### config.mk
export PLATFORM = sky130hd
export DESIGN_NAME = neopixel_frame_ctrl
export DESIGN_NICKNAME = d
export VERILOG_FILES = /design/src/rtl/neopixel_frame_ctrl.sv
export SDC_FILE = /design/constraint.sdc
export NUM_CORES = 1
export LEC_CHECK = 0
export BUFFER_PORTS_ARGS = -buffer_cell sky130_fd_sc_hd__buf_2
export CAP_MARGIN = 10
export CORE_MARGIN = 2
export CORE_UTILIZATION = 40
export CTS_BUF_LIST = sky130_fd_sc_hd__clkbuf_8
export CTS_CLUSTER_SIZE = 25
export DETAILED_ROUTE_END_ITERATION = 8
export PLACE_DENSITY = 0.6
export SYNTH_ARGS = -nofsm -noshare
export SYNTH_HDL_FRONTEND = slang
export SYNTH_SLANG_ARGS = --single-unit
### constraint.sdc
create_clock -name clk -period 7 [get_ports clk]
set_clock_uncertainty 0.2 [all_clocks]
set_input_delay 0.7 -clock clk [delete_from_list [all_inputs] [get_ports clk]]
set_output_delay 0.7 -clock clk [all_outputs]
set_load 0.1 [all_outputs]
### src/rtl/neopixel_frame_ctrl.sv
// Double-buffered pixel store and frame scheduler feeding the neopixel serializer.
// Buffers swap only at a frame boundary; reads are brightness-scaled and bit-reordered.
module neopixel_frame_ctrl #(
    parameter int NUM_OF_PIXELS = 8,
    parameter int ADDR_W        = 8
) (
    input  logic              clk,
    input  logic              rst_n,
    input  logic              wr_valid,
    output logic              wr_ready,
    input  logic [ADDR_W-1:0] wr_addr,
    input  logic [23:0]       wr_data,
    input  logic              fill_req,
    input  logic [23:0]       fill_data,
    input  logic              commit,
    output logic              commit_pending,
    output logic              busy,
    input  logic [7:0]        brightness,
    input  logic [ADDR_W-1:0] ram_rd_addr,
    output logic [23:0]       ram_rd_data,
    output logic              frame_done
);

    localparam int IDX_W = (NUM_OF_PIXELS > 1) ? $clog2(NUM_OF_PIXELS) : 1;
    localparam int DEPTH = 1 << IDX_W;
    localparam logic [ADDR_W-1:0] NUM_A    = ADDR_W'(NUM_OF_PIXELS);
    localparam logic [IDX_W-1:0]  LAST_IDX = IDX_W'(NUM_OF_PIXELS - 1);

    typedef enum logic [1:0] {IDLE, FILL, PEND, COPY} state_t;

    state_t             state, next_state;
    logic [23:0]        mem0 [DEPTH];
    logic [23:0]        mem1 [DEPTH];
    logic               front_sel;
    logic               front_valid;
    logic               commit_latched;
    logic [IDX_W-1:0]   idx;
    logic [23:0]        fill_color;
    logic [ADDR_W-1:0]  prev_addr;
    logic               boundary;
    logic               we;
    logic [IDX_W-1:0]   widx;
    logic [23:0]        wdata;
    logic               start_fill;
    logic               swap;
    logic [23:0]        copy_word;
    logic [23:0]        rd_word;

    function automatic logic [7:0] scale(input logic [7:0] c, input logic [7:0] b);
        logic [15:0] prod;
        prod = {8'd0, c} * ({8'd0, b} + 16'd1);
        return prod[15:8];
    endfunction

    function automatic logic [23:0] bitrev(input logic [23:0] v);
        logic [23:0] r;
        for (int i = 0; i < 24; i++) begin
            r[i] = v[23 - i];
        end
        return r;
    endfunction

    assign boundary  = (prev_addr != '0) && (ram_rd_addr == '0);
    assign copy_word = front_sel ? mem1[idx] : mem0[idx];
    assign rd_word   = front_sel ? mem1[ram_rd_addr[IDX_W-1:0]] : mem0[ram_rd_addr[IDX_W-1:0]];

    assign wr_ready       = (state == IDLE);
    assign busy           = (state != IDLE);
    assign commit_pending = (state == PEND) || ((state == FILL) && commit_latched);

    always_ff @(posedge clk or negedge rst_n) begin
        if (!rst_n) begin
            state <= IDLE;
        end else begin
            state <= next_state;
        end
    end

    // The back buffer has a single write port shared by host writes, fill and copy.
    always_comb begin
        next_state = state;
        we         = 1'b0;
        widx       = idx;
        wdata      = fill_color;
        start_fill = 1'b0;
        swap       = 1'b0;
        case (state)
            IDLE: begin
                if (wr_valid && (wr_addr < NUM_A)) begin
                    we    = 1'b1;
                    widx  = wr_addr[IDX_W-1:0];
                    wdata = wr_data;
                end
                if (fill_req) begin
                    next_state = FILL;
                    start_fill = 1'b1;
                end else if (commit) begin
                    next_state = PEND;
                end
            end
            FILL: begin
                we = 1'b1;
                if (idx == LAST_IDX) begin
                    next_state = (commit_latched || commit) ? PEND : IDLE;
                end
            end
            PEND: begin
                if (boundary) begin
                    next_state = COPY;
                    swap       = 1'b1;
                end
            end
            COPY: begin
                we    = 1'b1;
                wdata = copy_word;
                if (idx == LAST_IDX) begin
                    next_state = IDLE;
                end
            end
            default: next_state = IDLE;
        endcase
    end

    always_ff @(posedge clk or negedge rst_n) begin
        if (!rst_n) begin
            front_sel      <= 1'b0;
            front_valid    <= 1'b0;
            commit_latched <= 1'b0;
            idx            <= '0;
            fill_color     <= '0;
            prev_addr      <= '0;
            frame_done     <= 1'b0;
        end else begin
            prev_addr      <= ram_rd_addr;
            frame_done     <= boundary;
            commit_latched <= start_fill ? commit
                                         : ((state == FILL) && (commit_latched || commit));
            if (start_fill) begin
                fill_color <= fill_data;
            end
            if (start_fill || swap) begin
                idx <= '0;
            end else if ((state == FILL) || (state == COPY)) begin
                idx <= idx + IDX_W'(1);
            end
            if (swap) begin
                front_sel   <= ~front_sel;
                front_valid <= 1'b1;
            end
        end
    end

    always_ff @(posedge clk) begin
        if (we) begin
            if (front_sel) begin
                mem0[widx] <= wdata;
            end else begin
                mem1[widx] <= wdata;
            end
        end
    end

    // Output stream order is G, R, B with each channel MSB-first starting at bit 0.
    always_ff @(posedge clk or negedge rst_n) begin
        if (!rst_n) begin
            ram_rd_data <= '0;
        end else if (front_valid && (ram_rd_addr < NUM_A)) begin
            ram_rd_data <= bitrev({scale(rd_word[15:8], brightness),
                                   scale(rd_word[23:16], brightness),
                                   scale(rd_word[7:0], brightness)});
        end else begin
            ram_rd_data <= '0;
        end
    end

endmodule

# After elaboration in Yosys (flattened, before gate mapping)
# Memory sizes are Yosys's and may differ from the RTL's.
# Cells that the tools add are included.
[classes] add_sub_neg=2 n_mul=3 magnitude_cmp=2 n_eq_ne=8 muxes=29 n_bitwise=1 reduce_logical=16
[ops] cell="$mux W24" count=4
[ops] cell="$pmux W24 S2" count=1
[ops] cell="$mul A8 B16 Y16" count=2
[ops] cell="$lt A8 B4 Y1 const B" count=2
[ops] cell="$mul A8 B9 Y16" count=1
[ops] cell="$mux W1" count=12
[ops] cell="$mux W2" count=6
[ops] cell="$mux W3" count=4
[ops] cell="$add A8 B1 Y9 const B" count=1
[ops] cell="$logic_not A8 Y1" count=1
[ops] cell="$pmux W2 S4" count=1
[ops] cell="$reduce_bool A8 Y1" count=1
[ops] cell="$logic_and A1 B1 Y1" count=5
[ops] cell="$eq A2 B2 Y1 const B" count=2
[ops] cell="$logic_or A1 B1 Y1" count=4
[ops] cell="$ne A2 B2 Y1 const B" count=2
[ops] cell="$reduce_and A4 Y1" count=1
[ops] cell="$reduce_bool A2 Y1" count=2
[ops] cell="$add A3 B1 Y3 const B" count=1
[ops] cell="$eq A3 B3 Y1 const B" count=1
[ops] cell="$ne A3 B1 Y1 const B" count=1
[ops] cell="$eq A2 B1 Y1 const B" count=1
[ops] cell="$logic_not A2 Y1" count=1
[ops] cell="$ne A2 B1 Y1 const B" count=1
[ops] cell="3 further kinds" count=3
[word_totals] ff_bits=65 ramBits=384 in_bits=77 out_inout_bits=28 memories=2
[memory_table] memory="mem0" words=8 word_bits=24 read_ports=2 rd_ports_with_merged_regs=0 wr=1 line="32" rtl="logic [23:0] mem0 [DEPTH];"
[memory_table] memory="mem1" words=8 word_bits=24 read_ports=2 rd_ports_with_merged_regs=0 wr=1 line="33" rtl="logic [23:0] mem1 [DEPTH];"

# Logic depth before layout (Yosys ltp)
[logic_depth] word_depth=6 mapped_depth=28 depth_no_buf=22

# Worst setup path after synthesis
# OpenSTA, ideal clock, no wires.
[synth_path] path_type="input -> register" start="input port ram_rd_addr[0]" end="register ram_rd_data[9]" setup_time_ns=0.132 arrival_ns=6.630 required_ns=6.668 path_slack_ns=0.038 cell_stages=24 path_buffers=5 path_cell_list="buf_6 buf_12 buf_12 buf_2 buf_2 mux4_2 mux4_2 and2_1 fa_1 inv_1 fa_1 fa_1 inv_1 fa_1 ha_1 o21a_1 o21ai_0 nor3_1 a211oi_4 o21bai_4 a41oi_4 o21bai_1 xnor2_1 nor2_1"
[synth_between] elab_chain_cells=4
[synth_lines] element="start: declaration" line="19" rtl="input logic [ADDR_W-1:0] ram_rd_addr,"
[synth_lines] element="$mem_v2 Z8 W24 (on tied branches)"
[synth_lines] element="$mux W24" line="65" rtl="assign rd_word = front_sel ? mem1[ram_rd_addr[IDX_W-1:0]] : mem0[ram_rd_addr[IDX_W-1:0]];"
[synth_lines] element="$mul A8 B16 Y16" line="51" rtl="prod = {8'd0, c} * ({8'd0, b} + 16'd1);"
[synth_lines] element="$mux W24 (*)" line="167" rtl="end else if (front_valid && (ram_rd_addr < NUM_A)) begin"
[synth_lines] element="end signal: assignment" line="168" rtl="ram_rd_data <= bitrev({scale(rd_word[15:8], brightness),"
[synth_lines] element="end: declaration" line="20" rtl="output logic [23:0] ram_rd_data,"
# Mark *: on every way between the ends. The rest lies on a longest branch, timed or not.
# A chain may end at the register's enable or synchronous reset.

# Final worst setup path
[layout_path] start="input port ram_rd_addr[0]" end="register ram_rd_data[1]"
# The elaborated chain is that of the path after synthesis.

==> out/metrics.yaml <==
outcome:
  status: "finished clean"
routing:
  wl_per_cell_um: 24.5
  vias: 16000
  drtIter0Drc: 1479
  drtAntennaViolNets: 0
  drc: 0
  firstDrtPassIters: 5
  via_per_inst: 5.55
  drt_wl_total_um: 70800
hold_path:
  hold_class: "input pin to flop"
logic_synthesis:
  syn_area_per_cell_um2: 15.1
  yosys.area.top_type: "edfxtp_1"
  synth_edf_count: 384
  synth_area_um2: 26600
  ys.flop_type: "edfxtp_1"
  synth_area_leaders: "edfxtp_1, mux4_2, fa_1"
  synth_top_area_share: 0.434
  synthDistinctLibCells: 62
  syn_nets: 2064
  synth-async-reset-ratio: 0.145
  syn_inst: 1764
  synth_seq_cells: 449
  ys_seq_area_frac: 0.495
  synth_warnings: 0
timing:
  max_freq_mhz: 156
  tns_ns: 0
  setup_viol: 0
  slew_violations: 0
  finalCritPeriodShare: 0.916
  fin_crit_ns: 6.42
  rsz0062_at_grt: "false"
  slew_headroom: 0.226
  hold_viol: 0
  tightest_slew_ns: 1.16
floorplan:
  io_pins: 105
  die_h_um: 262
  fp-row-count: 94
  coreArea_um2: 65700
  die_w_um: 262
  start_util: 0.405
  dieArea_um2: 68600
run:
  max_cap_violations: 0
power_and_ir_drop:
  irDropWorstVdd_v: 0.000269
  finalPower_uw: 10600
  power_per_cell_area_nw_per_um2: 352
  p_leak_uw: 0.0115
global_routing:
  grt_max_degree: 101
  grt_antenna_before_repair: 0
  grt_pass1_wl_um: 107000
  grt_usage: 0.213
  grt_overflow_total: 0
  grt_pass1_vias: 17400
clock_tree:
  clockRootBuffer: "clkbuf_8"
  cts_htree_levels: 3
  cts.sinks: 449
  cts_buffer_depth: 3
  clk_transition_reported_paths_ns: 0.06
  cts_tree: "done"
  insertion_delay_ns: 0.67
  cts_made_buffers: 77
setup_path:
  required_ns: 7.34
  critPathKind: "input pin to flop"
  crit_arrival_ns: 6.75
  cp-end-kind: "flop"
  crit_path_start_kind: "input pin"
  cp_max_fo: 29
placed_design:
  place.port_buffers: 104
  hpwlAfterDp_um: 46800
  place_congestion: 0.852
final_layout:
  multi_input_area_um2: 12500
  fillerInstances: 5701
  final_util: 0.459
  antenna_cells: 0
  drive_gt1_frac: 0.291
  area_growth_pct: 13.4
  seqCellArea_um2: 13200
  nNetsFinal: 2258
-- stage by stage --
| stage | hold WS [ns] | instances | area, um2 | setup slack [ns] |
|---|---|---|---|---|
| 6_report | 0.0625 | 2884 | 30200 | 0.585 |
| 4_1_cts | 0.00772 | 2884 | 30200 | 0.673 |
| 3_5_place_dp | 0.297 | 2737 | 28700 | -0.0462 |
| 2_1_floorplan | 0.204 | 1764 | 26600 | 0.0385 |
| 3_3_place_gp | 0.292 | 2737 | 28700 | 0.0456 |
| 5_1_grt | 0.0452 | 2884 | 30200 | 0.321 |
-- final timing paths --
| kind | from | end | slack [ns] | cells after the start |
|---|---|---|---|---|
| max in group asynchronous | rst_n | idx[1]$_DFFE_PN0P_ | 5.28 | 3 |
| setup reg to reg | mem0[6][13]$_DFFE_PP_ | ram_rd_data[1]$_DFF_PN0_ | 0.82 | 20 |
| setup / recovery | ram_rd_addr[0] | ram_rd_data[1]$_DFF_PN0_ | 0.58 | 22 |
| hold reg to reg | fill_color[13]$_DFFE_PN0P_ | fill_color[13]$_DFFE_PN0P_ | 0.31 | 1 |
| min in group asynchronous | rst_n | frame_done$_DFF_PN0_ | 0.36 | 2 |
| hold / removal | fill_data[7] | fill_color[7]$_DFFE_PN0P_ | 0.06 | 2 |
-- cell usage after synthesis, types with 15 or more instances --
| cell | number |
|---|---|
| edfxtp_1 | 384 |
| mux4_2 | 218 |
| inv_1 | 182 |
| nor2_1 | 137 |
| nand2_1 | 134 |
| fa_1 | 120 |
| ha_1 | 103 |
| dfrtp_1 | 65 |
| clkbuf_1 | 46 |
| o21ai_0 | 40 |
| and2_1 | 39 |
| xnor2_1 | 35 |
| mux2_2 | 32 |
| a22oi_1 | 24 |
| buf_1 | 19 |
| buf_2 | 16 |
| nor2b_1 | 15 |
-- flip-flops by register name, indices dropped and copies added, names as in the netlist, 2 cells and up --
signal and flops:
mem0 192, mem1 192, fill_color 24, ram_rd_data 24, prev_addr 8, idx 3, state 2
-- metal layers --
| metal | vias to the layer above | wire length [um] | global-route usage |
|---|---|---|---|
| met5 | - | 0 | 0 |
| li1 | 6959 | - | - |
| met4 | 0 | 1830 | 0.0758 |
| met1 | 8378 | 28600 | 0.271 |
| met2 | 571 | 35800 | 0.369 |
| met3 | 110 | 4600 | 0.0370 |
-- cell families (layout without fill, tap and decap cells) --
| group | after synthesis | in the layout | share of synthesized area |
|---|---|---|---|
| buffers and inverters | 268 | 524 | 0.0405 |
| muxes | 272 | 272 | 0.212 |
| AOI/OAI and AO/OA | 132 | 132 | 0.0362 |
| DFF | 449 | 449 | 0.495 |
| adders and majority gates | 223 | 223 | 0.139 |
| xor gates and xnor gates | 48 | 48 | 0.0158 |
| and+or+nand+nor | 372 | 372 | 0.0618 |
-- repair_timing --
action	CTS	global route
setup buffers	0	0
gates resized for setup	0	0
endpoints found under the hold margin	33	0
hold buffers	6	0
-- final cells by class --
| type | count | area share |
|---|---|---|
| Tap cell | 864 | 0.0358 |
| Clock inverter | 63 | 0.0107 |
| Multi-Input combinational cell | 1047 | 0.413 |
| Timing Repair Buffer | 201 | 0.0456 |
| Sequential cell | 449 | 0.437 |
| Clock buffer | 78 | 0.0356 |
| Inverter | 182 | 0.0227 |
-- worst max-delay path: stages --
cell     delay, ns
buf_6         0.19
buf_12        0.28
mux4_2        0.54
mux2_2        0.28
o21ai_0       0.48
buf_4         0.26
nor2_1        0.07
fa_1          0.55
inv_1         0.05
fa_1          0.49
fa_1          0.45
fa_1          0.50
inv_1         0.04
ha_1          0.35
a21oi_1       0.17
o21ai_0       0.13
a21oi_1       0.15
a21bo_1       0.23
o41a_1        0.36
a21oi_1       0.19
xor2_1        0.19
nor2_1        0.05
-- where the power goes --
| group | internal, uW | switching [uW] |
|---|---|---|
| combinational | 1880 | 2640 |
| clock | 1090 | 1110 |
| sequential | 3740 | 170 |
-- placed cells by master (no fill, tap or decap), drive strengths merged, types with 2 or more instances in the layout --
| cell type | netlist | layout |
|---|---|---|
| edfxtp | 384 | 384 |
| o21bai | 5 | 5 |
| a21oi | 15 | 15 |
| a21o | 10 | 10 |
| xnor2 | 35 | 35 |
| and3 | 3 | 3 |
| mux4 | 227 | 227 |
| or2 | 4 | 4 |
| o21a | 8 | 8 |
| nor3b | 2 | 2 |
| a22oi | 26 | 26 |
| buf | 40 | 195 |
| xor2 | 13 | 13 |
| nand4 | 2 | 2 |
| nor2b | 15 | 15 |
| nor2 | 138 | 138 |
| o21ai | 44 | 44 |
| dfrtp | 65 | 65 |
| clkbuf | 46 | 78 |
| clkinv | 0 | 34 |
| inv | 182 | 207 |
| nand2b | 9 | 9 |
| and2 | 39 | 39 |
| nor4 | 6 | 6 |
| dlygate4sd3 | 0 | 6 |
| clkinvlp | 0 | 3 |
| mux2 | 33 | 33 |
| a22o | 4 | 4 |
| ha | 103 | 103 |
| or3 | 2 | 2 |
| nand2 | 134 | 134 |
| a211oi | 5 | 5 |
| nand3 | 7 | 7 |
| a31oi | 6 | 6 |
| mux2i | 12 | 12 |
| nor3 | 7 | 7 |
| fa | 120 | 120 |
(Power assumes the default switching activity.)
